**src/rtl/uart_transmitter.sv**
```systemverilog
`default_nettype none
// ============================================================================
//  Module      : uart_transmitter
//  Description : 8N1 UART serializer. Accepts a byte when TX_EN is high in
//                IDLE, then shifts out start bit, eight data bits LSB first
//                and a stop bit, each held for CLKS_PER_BIT clocks.
//                All outputs are registered; reset is asynchronous, active low.
//  Revision    : 1.0 - initial release
// ============================================================================
module uart_transmitter #(
  parameter int CLKS_PER_BIT = 5208
) (
  input  logic       clk,
  input  logic       reset,
  input  logic [7:0] TX_DATA,
  input  logic       TX_EN,
  output logic       UART_TX,
  output logic       TX_STATUS,
  output logic       TX_DONE
);

  // Counter only needs to reach CLKS_PER_BIT-1; guard the degenerate width.
  localparam int CNT_W = (CLKS_PER_BIT > 2) ? $clog2(CLKS_PER_BIT) : 1;
  localparam logic [CNT_W-1:0] CNT_LAST = CNT_W'(CLKS_PER_BIT - 1);
  localparam logic [CNT_W-1:0] CNT_ZERO = '0;
  localparam logic [CNT_W-1:0] CNT_ONE  = CNT_W'(1);

  typedef enum logic [1:0] {
    IDLE  = 2'd0,
    START = 2'd1,
    DATA  = 2'd2,
    STOP  = 2'd3
  } state_t;

  state_t           state;
  state_t           state_nxt;
  logic [CNT_W-1:0] bit_cnt;
  logic [CNT_W-1:0] bit_cnt_nxt;
  logic [2:0]       bit_idx;
  logic [2:0]       bit_idx_nxt;
  logic [7:0]       shift;
  logic [7:0]       shift_nxt;
  logic             tx_nxt;
  logic             status_nxt;
  logic             done_nxt;
  logic             bit_wrap;

  // End of the current bit period.
  assign bit_wrap = (bit_cnt == CNT_LAST);

  // State and all datapath/output registers; outputs are registered so that
  // no input reaches UART_TX, TX_STATUS or TX_DONE combinationally.
  always_ff @(posedge clk or negedge reset) begin
    if (!reset) begin
      state     <= IDLE;
      bit_cnt   <= CNT_ZERO;
      bit_idx   <= 3'd0;
      shift     <= 8'd0;
      UART_TX   <= 1'b1;
      TX_STATUS <= 1'b1;
      TX_DONE   <= 1'b0;
    end else begin
      state     <= state_nxt;
      bit_cnt   <= bit_cnt_nxt;
      bit_idx   <= bit_idx_nxt;
      shift     <= shift_nxt;
      UART_TX   <= tx_nxt;
      TX_STATUS <= status_nxt;
      TX_DONE   <= done_nxt;
    end
  end

  // Next-state and next-output logic. Output values are computed one cycle
  // ahead so that each register changes exactly at the bit boundary.
  always_comb begin
    state_nxt   = state;
    bit_cnt_nxt = bit_cnt;
    bit_idx_nxt = bit_idx;
    shift_nxt   = shift;
    tx_nxt      = UART_TX;
    status_nxt  = TX_STATUS;
    done_nxt    = 1'b0;

    case (state)
      IDLE: begin
        tx_nxt      = 1'b1;
        status_nxt  = 1'b1;
        bit_cnt_nxt = CNT_ZERO;
        bit_idx_nxt = 3'd0;
        if (TX_EN) begin
          // Byte is captured here; later TX_DATA changes are irrelevant.
          shift_nxt  = TX_DATA;
          state_nxt  = START;
          tx_nxt     = 1'b0;
          status_nxt = 1'b0;
        end
      end

      START: begin
        status_nxt = 1'b0;
        if (bit_wrap) begin
          bit_cnt_nxt = CNT_ZERO;
          state_nxt   = DATA;
          tx_nxt      = shift[0];
        end else begin
          bit_cnt_nxt = bit_cnt + CNT_ONE;
        end
      end

      DATA: begin
        status_nxt = 1'b0;
        if (bit_wrap) begin
          bit_cnt_nxt = CNT_ZERO;
          bit_idx_nxt = bit_idx + 3'd1;
          shift_nxt   = {1'b0, shift[7:1]};
          if (bit_idx == 3'd7) begin
            state_nxt = STOP;
            tx_nxt    = 1'b1;
          end else begin
            // shift[1] becomes shift[0] this edge: it is the next bit out.
            tx_nxt = shift[1];
          end
        end else begin
          bit_cnt_nxt = bit_cnt + CNT_ONE;
        end
      end

      STOP: begin
        status_nxt = 1'b0;
        tx_nxt     = 1'b1;
        if (bit_wrap) begin
          bit_cnt_nxt = CNT_ZERO;
          state_nxt   = IDLE;
          status_nxt  = 1'b1;
          done_nxt    = 1'b1;
        end else begin
          bit_cnt_nxt = bit_cnt + CNT_ONE;
        end
      end

      default: begin
        // Any corrupted encoding recovers to a clean idle line.
        state_nxt   = IDLE;
        bit_cnt_nxt = CNT_ZERO;
        bit_idx_nxt = 3'd0;
        shift_nxt   = 8'd0;
        tx_nxt      = 1'b1;
        status_nxt  = 1'b1;
      end
    endcase
  end

endmodule
`default_nettype wire

```
**config.mk**
```make
export PLATFORM = sky130hd
export DESIGN_NAME = uart_transmitter
export DESIGN_NICKNAME = d
export VERILOG_FILES = /design/src/rtl/uart_transmitter.sv
export SDC_FILE = /design/constraint.sdc
export NUM_CORES = 1
export LEC_CHECK = 0
export CAP_MARGIN = 20
export CORE_MARGIN = 1.5
export CORE_UTILIZATION = 40
export DETAILED_ROUTE_END_ITERATION = 8
export DONT_BUFFER_PORTS = 1
export PLACE_DENSITY = 0.61
export SLEW_MARGIN = 20
export SYNTH_ARGS = -nofsm -noshare
export SYNTH_HDL_FRONTEND = slang
export SYNTH_SLANG_ARGS = --single-unit
export TNS_END_PERCENT = 30
```
**constraint.sdc**
```tcl
create_clock -name clk -period 5.3 [get_ports clk]
set_clock_uncertainty 0.2 [all_clocks]
set_input_delay 1.06 -clock clk [delete_from_list [all_inputs] [get_ports clk]]
set_output_delay 1.06 -clock clk [all_outputs]
set_load 0.02 [all_outputs]
```
# Word level (Yosys, flattened, before mapping)
# Cells that the tools add are included.
# classes
n_addsub	2
eq_ne	10
mux	21
n_reduce_logical	8
# op_table
operator	count
$pmux 13 s2	1
$mux 8	2
$pmux 8 s2	1
$add 13x1->13 const B	1
$eq 13x13->1 const B	1
$mux 13	1
$mux 2	5
$ne 2x2->1 const B	5
$pmux 2 s4	1
$mux 1	6
$pmux 3 s2	1
$reduce_and 5->1	1
$eq 2x2->1 const B	2
$pmux 1 s4	1
$reduce_and 2->1	2
$add 3x1->3 const B	1
$eq 3x3->1 const B	1
$mux 3	1
$pmux 1 s3	1
$reduce_and 3->1	1
$reduce_or 3->1	1
$eq 2x1->1 const B	1
$logic_not 2->1	1
$reduce_bool 2->1	1
$reduce_or 2->1	1
# word_totals
ff_bits	29
inputBits	11
out_inout_bits	3

# Logic depth before layout (Yosys ltp)
# Gate-level depths: netlist of the first run.
# depth
ltp_word	4
mapped_depth	6
ltp_nobuf	6

# Worst setup path before layout of the first run
# No wires, ideal clock.
# synth_timing
path_type	flip-flop to flip-flop
from	reg bit_cnt[7]
to	reg state[1]
setup_ps	127
t_arrival_ps	2007
path_slack_ps	2965
path_stages_with_launch	5
path_buffers	0
cell_sequence	dfrtp_1 > or4_4 > nor4_4 > o21a_2 > mux2_1
# synth_via
elab_chain_cells	3
# synth_lines
element	line_no	source
from (decl)	37	logic [CNT_W-1:0] bit_cnt;
from (signal assigned)	64	bit_cnt <= bit_cnt_nxt;
$eq 13x13->1 (*)	49	assign bit_wrap = (bit_cnt == CNT_LAST);
$ne 2x2->1 (no line)	-	
$reduce_and 5->1 (no line) (*)	-	
to (signal assigned)	63	state <= state_nxt;
to (decl)	35	state_t state;
# Every way passes the cells marked *; elsewhere a longest branch is shown, timed or not.
# A chain may end at the register's enable or synchronous reset.

# Worst setup path in the final report of the first run
# Same ends and word-level chain as after synthesis.

==> results of run 1 <==
## cells in the mapped netlist (2+ instances only)
cell type,count,area share [%]
dfrtp_1,27,44
nor2_1,21,5.1
dfstp_2,2,3.4
o21ai_0,4,1.3
inv_1,8,2.0
nand4_1,2,0.81
nand2_1,7,1.7
xnor2_1,10,5.7
a21oi_1,3,0.98
mux2_2,8,5.9
ha_1,8,6.5
nand3_1,6,2.0
xor2_1,2,1.1
mux2_4,7,6.8
mux2i_1,3,2.0
nor3_1,5,1.6
## layer usage
layer / vias up / global-route usage (%) / part of all wire, %
met5: - / 0 / 0
met4: 0 / 5.59 / 1.0
met3: 4 / 5.73 / 4.4
met2: 19 / 23.6 / 50
met1: 477 / 17.5 / 44
li1: 478 / - / -
## state kept, by name (all words and copies together), names as in the netlist
name,flops
TX_STATUS,1
UART_TX,1
shift,8
bit_idx,3
state,2
bit_cnt,13
TX_DONE,1
## power groups by stage
stage / clock network (mW) / registers, mW / logic [mW]
final: 0.171 / 0.222 / 0.00282
after global routing: 0.190 / 0.221 / 0.00314
after CTS: 0.179 / 0.221 / 0.00283
after detailed placement: 0 / 0.226 / 0.00281
after global placement: 0 / 0.226 / 0.00275
after floorplan: 0 / 0.226 / 0.00257
## critical path, stage by stage, from the launching register on
cell and delay (ps):
dfrtp_1 450, or4_4 550, nor4_4 620, o21a_2 280, mux2_1 320
## cell type report
| type | instances | share of cell area [%] |
|---|---|---|
| clock buffers | 6 | 4.35 |
| clock inverters | 2 | 0.600 |
| inverters | 8 | 1.80 |
| multi-input cells | 99 | 46.0 |
| flip-flops and latches | 29 | 43.7 |
| well taps | 48 | 3.60 |
## cells by family after synthesis
group | after synthesis | share of synthesized area [%]
AO/OA/AOI/OAI | 11 | 4.97
XOR/XNOR | 12 | 6.84
adder cells (fa/ha/maj) | 8 | 6.51
buffers and inverters | 10 | 2.69
flip-flops | 29 | 47.4
multiplexers | 19 | 15.4
AND/OR/NAND/NOR | 49 | 16.2
## stage by stage
stage          instances  hold WS, ps  utilization [%]
2_1_floorplan        138          231                -
3_3_place_gp         184          248             43.3
3_5_place_dp         184          260             43.3
4_1_cts              192          261             45.6
5_1_grt              192          251             45.6
6_report             192          271             45.6
## how the worst min path moves through the flow
stage	startpoint	endpoint	cells past startpoint
after floorplan	bit_cnt[0]$_DFF_PN0_	bit_cnt[0]$_DFF_PN0_	1
after global placement	bit_cnt[0]$_DFF_PN0_	bit_cnt[0]$_DFF_PN0_	1
after detailed placement	bit_cnt[0]$_DFF_PN0_	bit_cnt[0]$_DFF_PN0_	1
after CTS	reset	bit_idx[1]$_DFFE_PN0P_	0
after global routing	reset	bit_cnt[4]$_DFF_PN0_	0
final	reset	bit_cnt[6]$_DFF_PN0_	0
==> summary.md, run 1 <==
| Metric | Value |
|---|---|
| Status | completed |
| WL/cell | 13.6 µm |
| Setup CP Type | reg2reg |
| Multi-input gate area in the final layout | 767 µm² |
| Peak supply drop | 145 µV |
| Area growth syn-to-layout | 8.55% |
| EDFF count, synth | 0 |
| Most frequent cells in the layout | dfrtp_1, nor2_1, xnor2_1 |
| Syn Area/Cell | 11.1 µm² |
| # IOs | 14 |
| Initial antenna violation count | 0 |
| Total grt overflow | 0 |
| Fmax | 394 MHz |
| Dpl hpwl | 1860 µm |
| Logic pwr share | 0.7% |
| Leak pwr | 0.747 nW |
| Critical R2R Capture | state[1]$_DFFE_PN0P_ |
| Clk_lat worst skew | 280 ps |
| DRC errors left | 0 |
| Final hold vios | 0 |
| CTS tree | done |
| Row count | 22 |
| Final wirelength | 2620 µm |
| Reg-to-Reg Start | bit_cnt[7]$_DFF_PN0_ |
| Vias/cell | 5.09 |
| Setup Fix Bufs, Post-CTS | 0 |
| Pins Over Slew Limit | 0 |
| Routed Antenna Nets | 0 |
| Worst Tran Pin Value | 654 ps |
| Gpl congestion | 0.759 |
| Max clock buf depth | 2 |
| Startpoint Class | flop |
| Number of synthesized register bits | 29 |
| Ant diodes | 0 |
| Fill cells | 348 |
| # clock sinks | 29 |
| Final WS setup | 2760 ps |
| Part of the cycle the worst path needs | 47.9% |
| CTS root buf | clkbuf_8 |
| Ratio of cells with drive above 1 in the final layout | 21.5% |
| Clk slew on worst S/H paths | 70 ps |
| Initial drt markers | 41 |
| Vias in the first global route | 1007 |
| Pwr Total | 0.395 mW |
| P_sw | 0.0811 mW |
| DP Worst Slack | 2740 ps |
| Die width | 65.0 µm |
| Worst EP required | 5250 ps |
| Min-Delay Path Class | in2async |
| Primary FF master, synth | dfrtp_1 |
| GRT Overall Usage | 14.6% |
| Number of max-cap violations | 0 |
| TNS Setup | 0 ps |
| CP endpoint kind | flop |
| Syn Std Cell Area | 1540 µm² |
| CP max FO | 9 |
| Mapped Cells | 138 |
| # port buffers | 0 |
| TritonCTS buffer count | 5 |
| Clock Power Share | 43.3% |
| Die ar. | 4220 µm² |
| Design Area, Final | 1670 µm² |
| First-pass GRT wire length | 4620 µm |
| Via count | 978 |
| Resized Gates After CTS | 0 |
| Commonest non-fill, non-tap cell in the layout | dfrtp_1 |
| FFs w/ async S/R, synth | 100% |
| Nets | 162 |
| Sequential cell area | 728 µm² |
| Worst Reg-to-Reg Cells | 4 |
| Initial Util | 42.0% |
| Synthesis Warnings | 0 |
| Area of the core | 3660 µm² |
| Number of distinct library cells after synthesis | 31 |
| Worst reg-to-reg setup slack | 2760 ps |
| Post-DP Area | 1590 µm² |
| Die Ht | 65.0 µm |
| H-tree levels | 2 |
| Sequential share of the synthesized area | 47.4% |
| DRT Pass-1 Iters | 4 |
| Worst setup path startpoint | bit_cnt[7]$_DFF_PN0_ |
| Flop pwr share | 56.0% |
| Unrepaired setup endpoints after global routing | false |
| CP Data Arrival Time | 2490 ps |
| Syn nets | 157 |
| Largest net degree at the start of global routing | 30 |
| Pwr Density | 237 nW/µm² |
| Max transition margin | 56.0% |
| Final setup fails | 0 |
| Power Internal | 0.314 mW |
| Sw frac | 20.5% |
| Minimum clock period | 2540 ps |
| CTS Hold Bufs | 0 |
| Worst Setup EP | state[1]$_DFFE_PN0P_ |
Note: power is estimated with default switching activity, not from simulation.
==> run 2, diff against run 1 <==
--- a/config.mk
+++ b/config.mk
@@ -10,7 +10,7 @@
 export CORE_UTILIZATION = 40
 export DETAILED_ROUTE_END_ITERATION = 8
 export DONT_BUFFER_PORTS = 1
-export PLACE_DENSITY = 0.61
+export PLACE_DENSITY = 0.63
 export SLEW_MARGIN = 20
 export SYNTH_ARGS = -nofsm -noshare
 export SYNTH_HDL_FRONTEND = slang
==> constraint.sdc (replaced) <==
create_clock -name clk -period 2.1 [get_ports clk]
set_clock_uncertainty 0.2 [all_clocks]
set_input_delay 0.42 -clock clk [delete_from_list [all_inputs] [get_ports clk]]
set_output_delay 0.42 -clock clk [all_outputs]
set_load 0.02 [all_outputs]
==> run 2 against run 1 <==
Register-to-register slack worse by 2700 ps. Maximum frequency is 23% higher. Final area up 7.2%. Power grew to 2.6 times the previous value. Count of clock-buffer cells in the layout is 1 higher. Utilization up 3.3 points. Cell count up 6.3%. Non-clock buffer count grew 13. First-iteration DRC count is 20% lower. Via count grew 2.5%. Largest cell class unchanged. Largest power group unchanged.
==> summary.md, run 2 (synthesis results as in run 1) <==
| Metric | Value |
|---|---|
| Initial antenna violation count | 0 (unchanged) |
| Worst Tran Pin Value | 374 ps (was 654 ps) |
| Routed Antenna Nets | 0 (unchanged) |
| Commonest non-fill, non-tap cell in the layout | dfrtp_1 (unchanged) |
| Ant diodes | 0 (unchanged) |
| Fmax | 486 MHz (was 394 MHz) |
| Via count | 1002 (was 978) |
| Unrepaired setup endpoints after global routing | true (was false) |
| H-tree levels | 2 (unchanged) |
| Max clock buf depth | 2 (unchanged) |
| Area growth syn-to-layout | 16.4% (was 8.55%) |
| Minimum clock period | 2060 ps (was 2540 ps) |
| Peak supply drop | 475 µV (was 145 µV) |
| Clk slew on worst S/H paths | 60 ps (was 70 ps) |
| Die width | 65.0 µm (unchanged) |
| Final setup fails | 0 (unchanged) |
| Fill cells | 342 (was 348) |
| Worst EP required | 2060 ps (was 5250 ps) |
| Vias/cell | 4.91 (was 5.09) |
| Clk_lat worst skew | 270 ps (was 280 ps) |
| First-pass GRT wire length | 4820 µm (was 4620 µm) |
| CP Data Arrival Time | 2020 ps (was 2490 ps) |
| DRT Pass-1 Iters | 4 (unchanged) |
| Most frequent cells in the layout | dfrtp_1, nor2_1, buf_4, xnor2_1 (was dfrtp_1, nor2_1, xnor2_1) |
| CTS tree | done (unchanged) |
| # IOs | 14 (unchanged) |
| Area of the core | 3660 µm² (unchanged) |
| Ratio of cells with drive above 1 in the final layout | 27.6% (was 21.5%) |
| WL/cell | 13.2 µm (was 13.6 µm) |
| TNS Setup | 0 ps (unchanged) |
| Largest reg by FF count | bit_cnt (unchanged) |
| CP max FO | 8 (was 9) |
| Number of flip-flops in the largest register | 13 (unchanged) |
| Post-DP Area | 1660 µm² (was 1590 µm²) |
| Part of the cycle the worst path needs | 98.0% (was 47.9%) |
| Final hold vios | 0 (unchanged) |
| Startpoint Class | flop (unchanged) |
| Non-Filler Instances | 204 (was 192) |
| Vias in the first global route | 1063 (was 1007) |
| Pwr Total | 1.04 mW (was 0.395 mW) |
| Total grt overflow | 0 (unchanged) |
| Design Area, Final | 1790 µm² (was 1670 µm²) |
| Largest net degree at the start of global routing | 30 (unchanged) |
| Final WS setup | 41.0 ps (was 2760 ps) |
| DP Worst Slack | 32.7 ps (was 2740 ps) |
| Status | completed (unchanged) |
| Gpl congestion | 0.915 (was 0.759) |
| Max transition margin | 75.0% (was 56.0%) |
| CTS root buf | clkbuf_8 (unchanged) |
| Final wirelength | 2680 µm (was 2620 µm) |
| # port buffers | 0 (unchanged) |
| Number of max-cap violations | 0 (unchanged) |
| CP endpoint kind | flop (unchanged) |
| Pwr Density | 580 nW/µm² (was 237 nW/µm²) |
| DRC errors left | 0 (unchanged) |
| # clock sinks | 29 (unchanged) |
| Initial drt markers | 33 (was 41) |
| Cell total after placement | 194 (was 184) |
| TritonCTS buffer count | 5 (unchanged) |
| Worst hold margin | 42.2 ps (was 271 ps) |
| GRT Overall Usage | 15.3% (was 14.6%) |
| Pins Over Slew Limit | 0 (unchanged) |
| Nets | 175 (was 162) |
| Die ar. | 4220 µm² (unchanged) |
| Final core occ | 48.8% (was 45.6%) |
| Die Ht | 65.0 µm (unchanged) |
| Dpl hpwl | 1920 µm (was 1860 µm) |
| Min-Delay Path Class | in2reg (was in2async) |
| Largest registers | bit_cnt x13, shift x8, bit_idx x3 (unchanged) |
| Row count | 22 (unchanged) |
| Leak pwr | 0.815 nW (was 0.747 nW) |
| Setup CP Type | reg2reg (unchanged) |
| Initial Util | 42.0% (unchanged) |
-- run 2: layout make-up --
class | count | area (µm²) | area share, %
tap | 48 | 60.1 | 3.36
sequential | 29 | 728 | 40.7
inverter | 8 | 30.0 | 1.68
clock buffer | 7 | 86.3 | 4.83
multi-input combinational | 99 | 771 | 43.1
timing repair buffer | 13 | 113 | 6.30
-- run 2: path summary, 6_finish.rpt --
check	to	slack [ps]	depth (start not counted)	start
max	shift[5]$_DFFE_PN0P_	40	5	bit_cnt[9]$_DFF_PN0_
min	TX_STATUS$_DFF_PN1_	40	1	TX_EN
max reg2reg	shift[5]$_DFFE_PN0P_	40	5	bit_cnt[9]$_DFF_PN0_
min reg2reg	bit_cnt[0]$_DFF_PN0_	260	1	bit_cnt[0]$_DFF_PN0_
max in group asynchronous	UART_TX$_DFFE_PN1P_	1080	2	reset
min in group asynchronous	bit_cnt[11]$_DFF_PN0_	380	2	reset
-- run 2: what timing repair did --
item	4_1_cts	5_1_grt
setup endpoints to repair	0	10
resized for setup	0	1
endpoints found under the hold margin	29	0
hold buffers	2	0
buffers inserted	0	1
-- run 2: worst max-delay path: stages (launching register included) --
cell and delay [ps]:
dfrtp_1 370, or4_4 540, nor4_4 210, buf_4 180, o21ai_4 120, mux2_4 330
-- run 2: where the power goes --
part | total (mW) | leakage, nW | internal (mW) | switching, mW
logic | 0.0235 | 0.392 | 0.0103 | 0.0132
registers | 0.559 | 0.378 | 0.559 | 0
clock network | 0.454 | 0.0443 | 0.259 | 0.195
-- run 2: routing by layer --
metal | up-vias | GRT usage, % | share of wire, %
li1 | 501 | - | -
met1 | 479 | 19.6 | 46
met2 | 18 | 23.3 | 48
met3 | 4 | 6.08 | 4.5
met4 | 0 | 5.32 | 1.5
met5 | - | 0 | 0
